[config.mk]
export PLATFORM = sky130hd
export DESIGN_NAME = bloom_filter_multi
export DESIGN_NICKNAME = d
export VERILOG_FILES = /design/src/rtl/bloom_filter_multi.sv
export SDC_FILE = /design/constraint.sdc
export NUM_CORES = 1
export LEC_CHECK = 0
export CAP_MARGIN = 5
export CORE_MARGIN = 2
export CORE_UTILIZATION = 30
export CTS_BUF_LIST = sky130_fd_sc_hd__clkbuf_4
export DETAILED_ROUTE_END_ITERATION = 10
export DONT_BUFFER_PORTS = 1
export GPL_ROUTABILITY_DRIVEN = 0
export PLACE_DENSITY = 0.56
export SETUP_SLACK_MARGIN = 0.05
export SLEW_MARGIN = 20
export SYNTH_ARGS = -nofsm -noshare
export SYNTH_HDL_FRONTEND = slang
export SYNTH_SLANG_ARGS = --single-unit
export TNS_END_PERCENT = 100
[constraint.sdc]
create_clock -name clk -period 9 [get_ports clk]
set_clock_uncertainty 0.1 [all_clocks]
set_input_delay 1.8 -clock clk [delete_from_list [all_inputs] [get_ports clk]]
set_output_delay 1.8 -clock clk [all_outputs]
set_load 0.005 [all_outputs]
[src/rtl/bloom_filter_multi.sv]
// Multi-hash Bloom filter packet matcher: parses header/payload, tests payload words against a
// programmable bit array and emits one verdict per packet. Counters gated by BLOOM_STATS_EN.
module bloom_filter_multi #(
  parameter int DATA_WIDTH  = 64,
  parameter int CTRL_WIDTH  = 8,
  parameter int ARRAY_BITS  = 256,
  parameter int NUM_HASH    = 3,
  parameter int COUNT_WIDTH = 32,
  localparam int IDX_W      = $clog2(ARRAY_BITS),
  localparam int AW         = IDX_W - 5
) (
  input  logic                   clk,
  input  logic                   reset_n,
  input  logic [DATA_WIDTH-1:0]  in_data,
  input  logic [CTRL_WIDTH-1:0]  in_ctrl,
  input  logic                   in_wr,
  input  logic                   cfg_wr,
  input  logic [AW-1:0]          cfg_addr,
  input  logic [31:0]            cfg_wdata,
  input  logic                   cfg_clear,
  output logic                   pkt_done,
  output logic                   pkt_match,
  output logic [COUNT_WIDTH-1:0] matches_count,
  output logic [COUNT_WIDTH-1:0] pkts_count
);

  typedef enum logic [1:0] {StStart, StHeader, StPayload} state_e;

  state_e                  state_q, state_d;
  logic                    word_chk, word_eop;
  logic [DATA_WIDTH-1:0]   s1_data_q;
  logic                    s1_valid_q, s1_eop_q;
  logic                    s2_eop_q, s2_match_q, sticky_q;
  logic                    done_q, match_q;
  logic                    hit;
  logic [ARRAY_BITS-1:0]   array_q, array_d;

  // Parser: classify the accepted word and advance only when in_wr is high.
  always_comb begin
    state_d  = state_q;
    word_chk = 1'b0;
    word_eop = 1'b0;
    if (in_wr) begin
      unique case (state_q)
        StStart: begin
          if (in_ctrl != '0) state_d = StHeader;
        end
        StHeader: begin
          if (in_ctrl == '0) begin
            state_d  = StPayload;
            word_chk = 1'b1;
          end
        end
        StPayload: begin
          if (in_ctrl == '0) begin
            word_chk = 1'b1;
          end else begin
            word_eop = 1'b1;
            state_d  = StStart;
          end
        end
        default: state_d = StStart;
      endcase
    end
  end

  // Each hash folds rotl(data, 5*i) into IDX_W-bit slices; bit b lands on slice bit b % IDX_W.
  always_comb begin
    logic [IDX_W-1:0] h;
    hit = 1'b1;
    for (int i = 0; i < NUM_HASH; i++) begin
      h = '0;
      for (int b = 0; b < DATA_WIDTH; b++) begin
        h[b % IDX_W] = h[b % IDX_W]
                     ^ s1_data_q[(b + DATA_WIDTH - ((5 * i) % DATA_WIDTH)) % DATA_WIDTH];
      end
      hit = hit & array_q[h];
    end
  end

  always_comb begin
    array_d = array_q;
    if (cfg_clear) begin
      array_d = '0;
    end else if (cfg_wr) begin
      array_d[{cfg_addr, 5'b0} +: 32] = cfg_wdata;
    end
  end

  always_ff @(posedge clk or negedge reset_n) begin
    if (!reset_n) begin
      state_q    <= StStart;
      array_q    <= '0;
      s1_data_q  <= '0;
      s1_valid_q <= 1'b0;
      s1_eop_q   <= 1'b0;
      s2_eop_q   <= 1'b0;
      s2_match_q <= 1'b0;
      sticky_q   <= 1'b0;
      done_q     <= 1'b0;
      match_q    <= 1'b0;
    end else begin
      state_q    <= state_d;
      array_q    <= array_d;
      s1_data_q  <= in_data;
      s1_valid_q <= word_chk;
      s1_eop_q   <= word_eop;
      // EOP words are never checked, so the verdict is exactly the sticky flag.
      s2_eop_q   <= s1_eop_q;
      s2_match_q <= s1_eop_q & sticky_q;
      sticky_q   <= s1_eop_q ? 1'b0 : (sticky_q | (s1_valid_q & hit));
      done_q     <= s2_eop_q;
      match_q    <= s2_match_q;
    end
  end

  assign pkt_done  = done_q;
  assign pkt_match = match_q;

`ifdef BLOOM_STATS_EN
  logic [COUNT_WIDTH-1:0] pkts_q, matches_q;

  always_ff @(posedge clk or negedge reset_n) begin
    if (!reset_n) begin
      pkts_q    <= '0;
      matches_q <= '0;
    end else if (done_q) begin
      if (pkts_q != '1) pkts_q <= pkts_q + COUNT_WIDTH'(1);
      if (match_q && (matches_q != '1)) matches_q <= matches_q + COUNT_WIDTH'(1);
    end
  end

  assign pkts_count    = pkts_q;
  assign matches_count = matches_q;
`else
  assign pkts_count    = '0;
  assign matches_count = '0;
`endif

endmodule

---- After elaboration in Yosys (flattened, before gate mapping) ----
Index checks and enable logic that the tools add are counted.
word-level totals
  flip-flop bits (word level) ............. 329
  output and inout port bits .............. 66
  logic and storage cells ................. 178
operators by class
  $add $sub $neg .......................... 1
  $lt $le $gt $ge ......................... 3
  equality and inequality tests ........... 5
  shift-type cells ........................ 2
  multiplexer cells ....................... 20
  bitwise logic cells ..................... 131
  reduce and logical (&&, ||, !) cells .... 6
operator list
  operator                                                     number
  2-to-1 mux 256 bit                                           2
  bitwise mux 256 bit                                          1
  variable shift 32 x 10 -> 256 bit (first input constant)     1
  indexed part select 32 x 10 -> 256 bit                       1
  XOR 1 bit                                                    126
  less-than comparator 8 x 9 -> 1 bit (second input constant)  3
  binary-select mux 1 bit (select 8 bit)                       3
  2-to-1 mux 1 bit                                             10
  negation 8 -> 10 bit                                         1
  logical NOT 8 bit                                            1
  nonzero test 8 bit                                           1
  2-to-1 mux 2 bit                                             3
  != test 2 bit (second input constant)                        3
  one-hot mux 2 bit (3 select lines)                           1
  bitwise AND 1 bit                                            4
  AND reduction 4 bit                                          1
  equality test 2 x 1 -> 1 bit (second input constant)         1
  equality test 2 bit (second input constant)                  1
  logical NOT 2 bit                                            1
  nonzero test 2 bit                                           1
  OR reduction 2 bit                                           1
  OR 1 bit                                                     1

---- Depth between registers and ports, before layout ----
  depth in word-level cells ............... 14
  gate-level depth with buffers ........... 15

---- Least setup slack after synthesis ----
Ideal clock, no wire load.
  path type ............................... input -> register
  start ................................... input cfg_addr[0]
  end ..................................... register array_q[153]
  data arrival time ....................... 3475 ps
  data required time ...................... 8822 ps
  setup slack ............................. 5346 ps
  stages .................................. 9
  path buffers ............................ 2
  cell sequence ........................... inv_1 ha_1 ha_1 a211oi_1 and3b_1 clkbuf_1 clkbuf_1 nand2_1 a21oi_1
between the ends
  cells in the longest elaborated chain, start to end .. 5
  elaborated cells between the ends (all ways) .. 6
  classes of those cells .................. add/sub (1); shift (2); mux (3)
RTL lines
  element                                                                                      line  RTL
  start, declared                                                                              18    input logic [AW-1:0] cfg_addr,
  negation 8 -> 10 bit *                                                                       86    array_d[{cfg_addr, 5'b0} +: 32] = cfg_wdata;
  indexed part select 32 x 10 -> 256 bit or variable shift 32 x 10 -> 256 bit (tied branches)  86
  bitwise mux 256 bit *                                                                        86
  2-to-1 mux 256 bit *                                                                         85    end else if (cfg_wr) begin
  2-to-1 mux 256 bit *                                                                         83    if (cfg_clear) begin
  end signal, assigned                                                                         104   array_q <= array_d;
  end, declared                                                                                36    logic [ARRAY_BITS-1:0] array_q, array_d;
Every way passes the cells marked *; elsewhere a longest branch is shown, timed or not. The select of a mux whose other input is x is not followed.
A chain may end at the register's enable or synchronous reset.

---- Worst setup path after layout ----
  start ................................... register s1_data_q[48]
  end ..................................... register sticky_q
between the ends
  cells in the longest elaborated chain, start to end .. 9
  elaborated cells between the ends (all ways) .. 14
  classes of those cells .................. mux (7); bitwise (7)
RTL lines
  element                                 line  RTL
  start, declared                         31    logic [DATA_WIDTH-1:0] s1_data_q;
  start signal, assigned                  105   s1_data_q <= in_data;
  XOR 1 bit (2 in a row)                  75    ^ s1_data_q[(b + DATA_WIDTH - ((5 * i) % DATA_WIDTH)) % DATA_WIDTH];
  binary-select mux 1 bit (select 8 bit)  77    hit = hit & array_q[h];
  2-to-1 mux 1 bit (implied by the code)  77
  bitwise AND 1 bit                       77
  bitwise AND 1 bit *                     77
  bitwise AND 1 bit *                     111   sticky_q <= s1_eop_q ? 1'b0 : (sticky_q | (s1_valid_q & hit));
  OR 1 bit *                              111
  2-to-1 mux 1 bit *                      111
  end signal, assigned                    111
  end, declared                           33    logic s2_eop_q, s2_match_q, sticky_q;
Marks and branches as above.

==> impl_metrics.yaml <==
status:
  outcome: "finished, final reports clean"
floorplan:
  rows: 94
  die_area_mm2: 0.0690
  core_area_mm2: 0.0660
  die_y_um: 263
  initial_core_util_pct: 30.4
  fp.dieW_um: 263
  ios: 178
timing:
  rsz0062_at_grt: "false"
  period_share_pct: 51.7
  maxSlewHeadroom_pct: 23.8
  finalMaxSlewViolations: 0
  setup_viol: 0
  period_minus_slack_ns: 4.66
  worst_slack_ns: 4.34
  fmax_mhz: 215
  hold_viol: 0
  worstMarginPinSlew_ns: 1.14
  setup_tns_ns: 0
setup_path:
  end_kind: "register"
  path_cells: "xnor2_1 -> xnor2_1 -> xor2_4 -> buf_4 -> buf_4 -> mux4_2 -> mux2_2 -> nand2_1 -> o211ai_1 -> a311oi_1 -> a211o_1 -> o31ai_2"
  r2r-start: "s1_data_q[48]"
  worstPathRequired_ns: 9.66
  crit_slowest_cell: "buf_4"
  critPathArrivalTime_ns: 5.32
  crit_path_max_incr_delay_ns: 0.80
  startpoint: "s1_data_q[48]"
  start_kind: "register"
  critPathKind: "reg2reg"
  cp_max_fo: 59
synthesis:
  synth_edf_count: 0
  ys_types: 63
  syn_area_mm2: 0.0201
  synth_async_sr_flop_share_pct: 100
  synth.area.top_cells: "dfrtp_1 (41%), mux4_2 (14%), nand2_1 (12%)"
  yosysWarningCount: 0
  synth_area_per_cell_um2: 9.34
  ys_seq_area_share_pct: 41.0
  synth-seq-cells: 329
  syn_inst: 2148
  synth_top_cell_area_share_pct: 41.0
  synth_top_area_cell: "dfrtp_1"
  synth-main-ff-cell: "dfrtp_1"
clocking:
  clkSlewWorstSetupHoldPaths_ns: 0.07
  insertion_delay_ns: 0.93
  hold_buffers: 0
  clockBufferDepth: 3
  cts_max_level: 3
  postCtsSetupBuffers: 0
  cts_sinks: 329
  cts_tree: "built"
  cts_inserted_buffers: 97
  ctsResizeCount: 0
  root_buffer: "clkbuf_4"
finish:
  regArea_mm2: 0.00823
  final_cell_mix: "nand2_1 (665), dfrtp_1 (329), a21oi_1 (275)"
  drive_above_1_share_pct: 15.5
  finalNetCount: 2199
  fin_cells: 3026
  final_common_cell: "nand2_1"
  nFillCells: 6761
  area_growth_pct: 7.73
  multiInputGateArea_mm2: 0.0108
power:
  cellPowerDensity_mw_per_mm2: 219
  p_leak_nw: 8.48
  ir_worst_vdd_uv: 115
global_route:
  overflow: 0
  grt_pass1_vias: 16700
  grt_pass1_wl_um: 105000
  grt_max_degree: 330
  antenna_found_initial: 2
  track_usage_pct: 19.9
detailed_routing:
  vias_per_cell: 5.60
  ant_nets: 0
  wl_per_cell_um: 23.0
  first_pass_iters: 6
  via_count: 17000
  drt-initial-drc-count: 1842
  drc: 0
  drt-total-wl_um: 69500
min_path:
  hp-start: "s2_eop_q"
  hold_class: "reg2reg"
placement:
  pre_cts_ws_ns: 4.37
  dp.cells: 2846
  hpwl_um: 43000
  place.port_buffers: 0
run:
  maxCapViolCount: 0
-- per-stage QoR --
stage | power (mW) | utilization, % | instance area [um^2] | hold WS, ns
after floorplan | 2.87 | - | 20300 | 0.231
after global placement | 3.25 | 30.9 | 20400 | 0.237
after detailed placement | 3.27 | 30.9 | 20400 | 0.245
after CTS | 4.74 | 32.7 | 21600 | 0.259
after global routing | 4.94 | 32.8 | 21600 | 0.261
final | 4.73 | 32.8 | 21600 | 0.255
-- worst max-delay path, delay by kind of cell (launching register included) --
kind	cells	cell delay (ns)
and+or+nand+nor	1	0.07
xor gates and xnor gates	3	0.85
buffers and inverters	2	1.31
AOI/OAI and AO/OA	4	0.84
muxes	2	0.87
DFF	1	0.37
-- final timing paths --
kind                       slack, ns  depth (start not counted)            end
hold reg to reg                 0.25                          0       pkt_done
min in group asynchronous       0.48                          0  s1_data_q[19]
setup reg to reg                4.34                         12       sticky_q
setup / recovery                4.34                         12       sticky_q
hold / removal                  0.25                          0       pkt_done
max in group asynchronous       7.74                          0  s1_data_q[34]
-- where the power goes --
part / total, mW / switching, mW / internal, mW
Sequential: 1.56 / 0.0405 / 1.52
Combinational: 1.72 / 1.14 / 0.583
Clock: 1.45 / 0.727 / 0.724
-- sequential cells by signal (all words and copies together) (netlist names) --
register    cells
array_q       256
pkt_done        1
pkt_match       1
s1_data_q      64
s1_eop_q        1
s1_valid_q      1
s2_eop_q        1
s2_match_q      1
state_q         2
sticky_q        1
-- cell type report --
type,instances,area share [%]
multi-input combinational,1610,49.9
sequential,329,38.1
tap,864,5.00
clock buffer,135,4.69
timing repair buffer,36,1.25
clock inverter,40,0.932
inverter,7,0.122
antenna,5,0.0579
-- per-layer routing --
metal  global-route usage, %  up-vias  part of all wire (%)
met5                       0        -                     0
met1                    25.4     8488                    39
met3                    5.13      184                    10
met4                    9.85        0                   4.2
li1                        -     7328                     -
met2                    31.2      950                    47
-- cells in the mapped netlist, types with 3 or more instances --
| library cell | count |
|---|---|
| a2111oi_0 | 4 |
| buf_1 | 3 |
| a32oi_1 | 5 |
| a22oi_1 | 6 |
| mux2i_1 | 105 |
| ha_1 | 6 |
| a31oi_1 | 8 |
| clkbuf_2 | 28 |
| o22ai_1 | 9 |
| dfrtp_1 | 329 |
| inv_1 | 7 |
| o211ai_1 | 10 |
| a21oi_1 | 275 |
| o311ai_0 | 4 |
| a311o_1 | 3 |
| mux2_2 | 7 |
| nand2_1 | 666 |
| nand4_1 | 14 |
| nor4_1 | 10 |
| buf_2 | 28 |
| nor3_1 | 10 |
| mux4_2 | 122 |
| nand3_1 | 54 |
| a221oi_1 | 8 |
| nor2_1 | 46 |
| o32ai_1 | 3 |
| and2_1 | 5 |
| a311oi_1 | 11 |
| o221ai_1 | 3 |
| buf_4 | 74 |
| and3_1 | 16 |
| mux4_1 | 5 |
| buf_6 | 7 |
| nand3b_1 | 4 |
| xnor2_1 | 54 |
| o21ai_0 | 24 |
| xor2_1 | 6 |
| clkbuf_1 | 123 |
| o2111ai_1 | 3 |
| a211oi_1 | 13 |
-- cells by family after synthesis --
family | share of synthesized area (%)
and+or+nand+nor | 16.9
buffers and inverters | 7.24
AOI/OAI and AO/OA | 11.6
adders and majority gates | 0.374
other | 0.0187
xor gates and xnor gates | 2.78
DFF | 41.0
muxes | 20.0
No activity file was read; power rests on OpenSTA's default activity.
